[src/rtl/eth_tx_pkg.sv]
// Shared types and constants for the redundant-Ethernet transmit path.
package eth_tx_pkg;

  typedef enum logic [2:0] {
    ST_IDLE,
    ST_PREAMBLE,
    ST_HEADER,
    ST_META,
    ST_PAYLOAD,
    ST_FCS,
    ST_IFG
  } tx_state_t;

  localparam logic [7:0]  PREAMBLE_BYTE = 8'h55;
  localparam logic [7:0]  SFD_BYTE      = 8'hD5;
  localparam logic [31:0] CRC_INIT      = 32'hFFFFFFFF;
  localparam logic [31:0] CRC_RESIDUE   = 32'hC704DD7B;
  localparam logic [31:0] CRC_POLY_REFL = 32'hEDB88320;

  localparam int PREAMBLE_LEN   = 8;
  localparam int HEADER_LEN     = 14;
  localparam int META_LEN       = 4;
  localparam int FCS_LEN        = 4;
  localparam int HEADER_OFFSET  = 8;
  localparam int META_OFFSET    = 22;
  localparam int PAYLOAD_OFFSET = 26;

  // Reflected (LSB-first) CRC-32 update for one byte.
  function automatic logic [31:0] crc32_byte(input logic [31:0] crc, input logic [7:0] d);
    logic [31:0] c;
    c = crc ^ {24'd0, d};
    for (int i = 0; i < 8; i++) begin
      c = c[0] ? ((c >> 1) ^ CRC_POLY_REFL) : (c >> 1);
    end
    return c;
  endfunction

endpackage

[src/rtl/crc32_d8.sv]
// Byte-wide reflected IEEE 802.3 CRC-32 register; init has priority over calc.
// Result reflects every byte presented on a calc cycle from the following clock on.
module crc32_d8
  import eth_tx_pkg::*;
(
  input  logic        clk125MHz,
  input  logic        resetn,
  input  logic        init,
  input  logic        calc,
  input  logic [7:0]  d,
  output logic [31:0] crc
);

  always_ff @(posedge clk125MHz or negedge resetn) begin
    if (!resetn) begin
      crc <= CRC_INIT;
    end else if (init) begin
      crc <= CRC_INIT;
    end else if (calc) begin
      crc <= crc32_byte(crc, d);
    end
  end

endmodule

[src/rtl/tx_redundant_framer.sv]
// Emits each segment as `redundancy` back-to-back Ethernet frames, one registered byte per tx_ce slot.
// First byte appears one clock after the tx_ce edge that sees enable; tx_ce=0 freezes all state and outputs.
module tx_redundant_framer
  import eth_tx_pkg::*;
#(
  parameter int          PAYLOAD_LEN = 46,
  parameter logic [47:0] DST_MAC     = 48'hFFFF_FFFF_FFFF,
  parameter logic [47:0] SRC_MAC     = 48'h0002_2300_0001,
  parameter logic [15:0] ETHERTYPE   = 16'h88B5,
  parameter int          IFG_BYTES   = 12
) (
  input  logic        clk125MHz,
  input  logic        resetn,
  input  logic        tx_ce,
  input  logic        enable,
  input  logic [7:0]  redundancy,
  input  logic [7:0]  segment_number_max,
  output logic [7:0]  tx_data,
  output logic        tx_en,
  output logic        busy,
  output logic [31:0] frames_sent
);

  localparam logic [111:0] HDR_BYTES = {DST_MAC, SRC_MAC, ETHERTYPE};

  tx_state_t   state, state_nxt;
  logic [10:0] cnt, cnt_nxt;
  logic [7:0]  byte_nxt;
  logic        en_nxt;
  logic [31:0] crc, fcs;
  logic        crc_init, crc_calc, frame_start, frame_end;
  logic [7:0]  red_q, seg_max_q, copy_idx, seg_num, frame_id;
  logic [8:0]  copy_inc, seg_inc;

  // state/cnt name the byte currently on tx_data; *_nxt names the byte loaded at the next tx_ce edge
  always_comb begin
    state_nxt = state;
    cnt_nxt   = cnt + 11'd1;
    case (state)
      ST_IDLE: begin
        cnt_nxt = '0;
        if (enable) state_nxt = ST_PREAMBLE;
      end
      ST_PREAMBLE: if (cnt == 11'(PREAMBLE_LEN - 1)) begin state_nxt = ST_HEADER;  cnt_nxt = '0; end
      ST_HEADER:   if (cnt == 11'(HEADER_LEN - 1))   begin state_nxt = ST_META;    cnt_nxt = '0; end
      ST_META:     if (cnt == 11'(META_LEN - 1))     begin state_nxt = ST_PAYLOAD; cnt_nxt = '0; end
      ST_PAYLOAD:  if (cnt == 11'(PAYLOAD_LEN - 1))  begin state_nxt = ST_FCS;     cnt_nxt = '0; end
      ST_FCS:      if (cnt == 11'(FCS_LEN - 1))      begin state_nxt = ST_IFG;     cnt_nxt = '0; end
      ST_IFG: begin
        if (cnt == 11'(IFG_BYTES - 1)) begin
          state_nxt = enable ? ST_PREAMBLE : ST_IDLE;
          cnt_nxt   = '0;
        end
      end
      default: begin
        state_nxt = ST_IDLE;
        cnt_nxt   = '0;
      end
    endcase
  end

  assign fcs = ~crc;

  always_comb begin
    byte_nxt = 8'h00;
    en_nxt   = 1'b1;
    case (state_nxt)
      ST_PREAMBLE: byte_nxt = (cnt_nxt == 11'(PREAMBLE_LEN - 1)) ? SFD_BYTE : PREAMBLE_BYTE;
      ST_HEADER: begin
        for (int i = 0; i < HEADER_LEN; i++) begin
          if (cnt_nxt == 11'(i)) byte_nxt = HDR_BYTES[111 - 8*i -: 8];
        end
      end
      ST_META: begin
        case (cnt_nxt[1:0])
          2'd0:    byte_nxt = copy_idx;
          2'd1:    byte_nxt = 8'h00;
          2'd2:    byte_nxt = seg_num;
          default: byte_nxt = frame_id;
        endcase
      end
      ST_PAYLOAD: byte_nxt = frame_id + cnt_nxt[7:0];
      ST_FCS: begin
        case (cnt_nxt[1:0])
          2'd0:    byte_nxt = fcs[7:0];
          2'd1:    byte_nxt = fcs[15:8];
          2'd2:    byte_nxt = fcs[23:16];
          default: byte_nxt = fcs[31:24];
        endcase
      end
      default: en_nxt = 1'b0;
    endcase
  end

  // CRC folds in each byte on the same edge that launches it, so FCS byte 0 is ready without a bubble
  assign crc_init    = tx_ce && (state_nxt == ST_PREAMBLE);
  assign crc_calc    = tx_ce && (state_nxt inside {ST_HEADER, ST_META, ST_PAYLOAD});
  assign frame_start = tx_ce && (state_nxt == ST_PREAMBLE) && (state != ST_PREAMBLE);
  assign frame_end   = tx_ce && (state == ST_FCS) && (cnt == 11'(FCS_LEN - 1));
  assign copy_inc    = {1'b0, copy_idx} + 9'd1;
  assign seg_inc     = {1'b0, seg_num} + 9'd1;

  crc32_d8 u_crc (
    .clk125MHz (clk125MHz),
    .resetn    (resetn),
    .init      (crc_init),
    .calc      (crc_calc),
    .d         (byte_nxt),
    .crc       (crc)
  );

  always_ff @(posedge clk125MHz or negedge resetn) begin
    if (!resetn) begin
      state       <= ST_IDLE;
      cnt         <= '0;
      tx_data     <= 8'h00;
      tx_en       <= 1'b0;
      frames_sent <= '0;
      red_q       <= 8'd1;
      seg_max_q   <= 8'd1;
      copy_idx    <= '0;
      seg_num     <= '0;
      frame_id    <= '0;
    end else if (tx_ce) begin
      state   <= state_nxt;
      cnt     <= cnt_nxt;
      tx_data <= byte_nxt;
      tx_en   <= en_nxt;
      if (frame_start) begin
        red_q     <= (redundancy == 8'd0) ? 8'd1 : redundancy;
        seg_max_q <= (segment_number_max == 8'd0) ? 8'd1 : segment_number_max;
      end
      if (frame_end) begin
        frames_sent <= frames_sent + 32'd1;
        if (copy_inc >= {1'b0, red_q}) begin
          copy_idx <= '0;
          frame_id <= frame_id + 8'd1;
          seg_num  <= (seg_inc >= {1'b0, seg_max_q}) ? 8'd0 : seg_inc[7:0];
        end else begin
          copy_idx <= copy_inc[7:0];
        end
      end
    end
  end

  assign busy = (state != ST_IDLE);

endmodule

[config.mk]
export PLATFORM = sky130hd
export DESIGN_NAME = tx_redundant_framer
export DESIGN_NICKNAME = d
export VERILOG_FILES = /design/src/rtl/eth_tx_pkg.sv /design/src/rtl/crc32_d8.sv /design/src/rtl/tx_redundant_framer.sv
export SDC_FILE = /design/constraint.sdc
export NUM_CORES = 1
export LEC_CHECK = 0
export ABC_AREA = 1
export CORE_ASPECT_RATIO = 1.75
export CORE_MARGIN = 10
export CORE_UTILIZATION = 25
export CTS_BUF_LIST = sky130_fd_sc_hd__clkbuf_8 sky130_fd_sc_hd__clkbuf_16
export DETAILED_ROUTE_END_ITERATION = 12
export PLACE_DENSITY = 0.42
export SLEW_MARGIN = 0
export SYNTH_ARGS = -nofsm -noshare
export SYNTH_HDL_FRONTEND = slang
export SYNTH_SLANG_ARGS = --single-unit
[constraint.sdc]
create_clock -name clk125MHz -period 5.5 [get_ports clk125MHz]
set_clock_uncertainty 0.05 [all_clocks]
set_input_delay 1.1 -clock clk125MHz [delete_from_list [all_inputs] [get_ports clk125MHz]]
set_output_delay 1.1 -clock clk125MHz [all_outputs]
set_load 0.005 [all_outputs]
==> impl_metrics.tcl <==
set metrics [dict create \
    status "complete, no violations" \
    fp.dieH_um 279 \
    drt_iter0_drc 385 \
    grt_max_degree 87 \
    met2_usage_pct 26.6 \
    overflow 0 \
    path_class "flip-flop to flip-flop" \
    ys_seq_area_share_pct 33.7 \
    syn_nets 1386 \
    finalSetupViolations 0 \
    cp-end-kind "flip-flop" \
    path_common_cell "nand2_1" \
    path_clk_slew_ns 0.06 \
    place_ws_ns 0.912 \
    cts_root_buffer "clkbuf_16" \
    finalMaxSlewViolations 0 \
    grt_pass1_vias 8940 \
    tightest_slew_ns 1.09 \
    grt_usage_pct 14.0 \
    dp_hpwl_um 25500 \
    firstDrtPassIters 5 \
    netlist_area_sq_um 9570 \
    place.gp.congestion 0.847 \
    synthTopCellsByArea "dfrtp_1 24%, nand2_1 15%, dfstp_2 9.3%, nand3_1 7.5%, inv_1 7.1%" \
    cap_violations 0 \
    via_count 8618 \
    grt_antenna_before_repair 0 \
    clockBufferDepth 2 \
    rsz0062_at_grt "false" \
    core_area_sq_um 37800 \
    syn_inst 1335 \
    cts-hold-fix-buffers 0 \
    syn2layout_area_growth_pct 17.2 \
    cts_tree "done" \
    synth_top_flop_cell "dfrtp_1" \
    clkSinkCount 127 \
    arrival_ns 4.93 \
    required_ns 5.83 \
    ys_async_sr_fraction_pct 100 \
    vdd_drop_max_mv 0.236 \
    synth_enable_flop_cells 0 \
    via_per_inst 4.56 \
    min_path_type "flip-flop to flip-flop" \
    cpPeakStageDelay_ns 0.45 \
    critPathMaxFanout 15 \
    max_freq_mhz 217 \
    grt_pass1_wl_um 50700 \
    powerDensity_nw_per_um2 573 \
    relSlewSlack_pct 27.6 \
    synth_top_area_share_pct 24.3 \
    htree_levels 4 \
    cts_resized 0 \
    start_util_pct 25.3 \
    period_minus_slack_ns 4.60 \
    p_leak_nw 5.60 \
    met3_usage_pct 2.43 \
    post_cts_buffers 0 \
    worstSkewPairLatency_ns 0.44 \
    drc_errors 0 \
    finalWorstSetupSlack_ns 0.897 \
    ys_ff_latch 127 \
    nets 1447 \
    yosysWarnings 0 \
    synthDistinctLibCells 56 \
    avgSynthCellArea_sq_um 7.17 \
    final_hold_viol_count 0 \
    numCtsBuffers 17 \
    wl_per_cell_um 17.2 \
    fp-row-count 94 \
    postRouteAntennaNets 0 \
    startpoint_type "flip-flop" \
    critical_path.slowest_cell "dfrtp_1" \
    top_usage_layer "met2" \
    n_antenna_cell 0 \
    finalCritPeriodShare_pct 83.7 \
    drive_above_1_share_pct 15.0 \
    ios 62 \
    die_area_sq_um 46800 \
    finalWirelength_um 32500 \
    met1_usage_pct 13.3 \
    synth_area_leader_cell "dfrtp_1" \
    die_width_um 168 \
    fin_setup_tns_ns 0 \
    synth.most_common_cell "nand2_1" \
    port_buffers 61 \
    synthTopCellsByCount "373 x nand2_1, 182 x inv_1, 144 x nand3_1, 93 x dfrtp_1, 87 x nor2_1" \
]
[logic make-up after synthesis]
logic type      after synthesis  synth area share (%)
compound gates              132                  8.32
flops                       127                  33.7
simple gates                753                  38.3
xor+xnor                     62                  5.83
buf+inv                     229                  9.68
fa+ha+maj                    31                  4.13
mux                           1                 0.105
[metrics by stage]
stage	hold slack [ns]	area, sq um	utilization (%)	std cells	power, mW
after global routing	0.451	11200	29.7	1889	7.01
after global placement	0.412	10700	28.3	1857	5.37
final	0.420	11200	29.7	1889	6.43
after CTS	0.426	11200	29.7	1889	6.52
after floorplan	0.415	9570	-	1335	4.26
after detailed placement	0.410	10700	28.3	1857	5.39
[sequential cells by signal, indices dropped and copies added (netlist names)]
name	flops
seg_max_q	8
frame_id	8
red_q	8
seg_num	8
tx_data	8
tx_en	1
state	3
cnt	11
copy_idx	8
u_crc.crc	32
frames_sent	32
[worst max-delay path: cells and delay by family (launching register included)]
kind,cells,cell delay [ns]
buffers and inverters,4,0.28
flip-flops,1,0.45
AO/OA/AOI/OAI,1,0.17
XOR/XNOR,1,0.10
adder cells (fa/ha/maj),2,0.61
AND/OR/NAND/NOR,25,2.83
[report_power, final]
group          switching, mW  internal (mW)
logic                   2.81           1.20
registers              0.163           1.17
clock network          0.456          0.622
[metal layers]
metal | vias up | wire length, um
met2 | 156 | 17700
li1 | 4378 | -
met1 | 4018 | 11900
met5 | - | 0
met3 | 66 | 1010
met4 | 0 | 1930
[area by class of cell]
class	count	area, sq um
inverters	204	766
multi-input cells	979	5420
clock buffers	18	439
clock inverters	14	104
repair buffers	67	657
flip-flops and latches	127	3220
fillers	4134	26500
well taps	480	601
[worst paths after layout]
kind | startpoint | end | slack [ns] | cells past startpoint
worst min-delay path | frames_sent[31] | frames_sent[31] | 0.42 | 1
worst max register to register | cnt[0] | u_crc.crc[18] | 0.90 | 33
min in group asynchronous | resetn | red_q[4] | 0.67 | 1
max in group asynchronous | resetn | cnt[5] | 3.60 | 2
worst min register to register | frames_sent[31] | frames_sent[31] | 0.42 | 1
worst max-delay path | cnt[0] | u_crc.crc[18] | 0.90 | 33
[cells in the final DEF, fill, tap and decap left out, types with 6 or more instances in the layout]
cell,netlist,final
nand2_4,14,14
nor2_4,9,9
buf_4,2,6
dfrtp_1,93,93
nand3_1,144,144
nor2_2,12,13
clkbuf_16,0,17
o211ai_1,7,7
o22ai_1,18,18
clkdlybuf4s50_1,0,60
a31oi_1,8,8
o21ai_0,60,60
inv_1,182,185
nor4_1,9,9
dfstp_2,34,34
nand2_2,47,47
nand2_1,373,373
xnor2_1,12,12
o21ai_1,10,10
nor2_1,87,86
a21oi_1,16,16
nand3_2,8,8
xor2_1,48,48
nor3_1,8,8
nand4_1,16,16
ha_1,30,30
inv_2,21,21
Power figures use the tool's default switching activity.
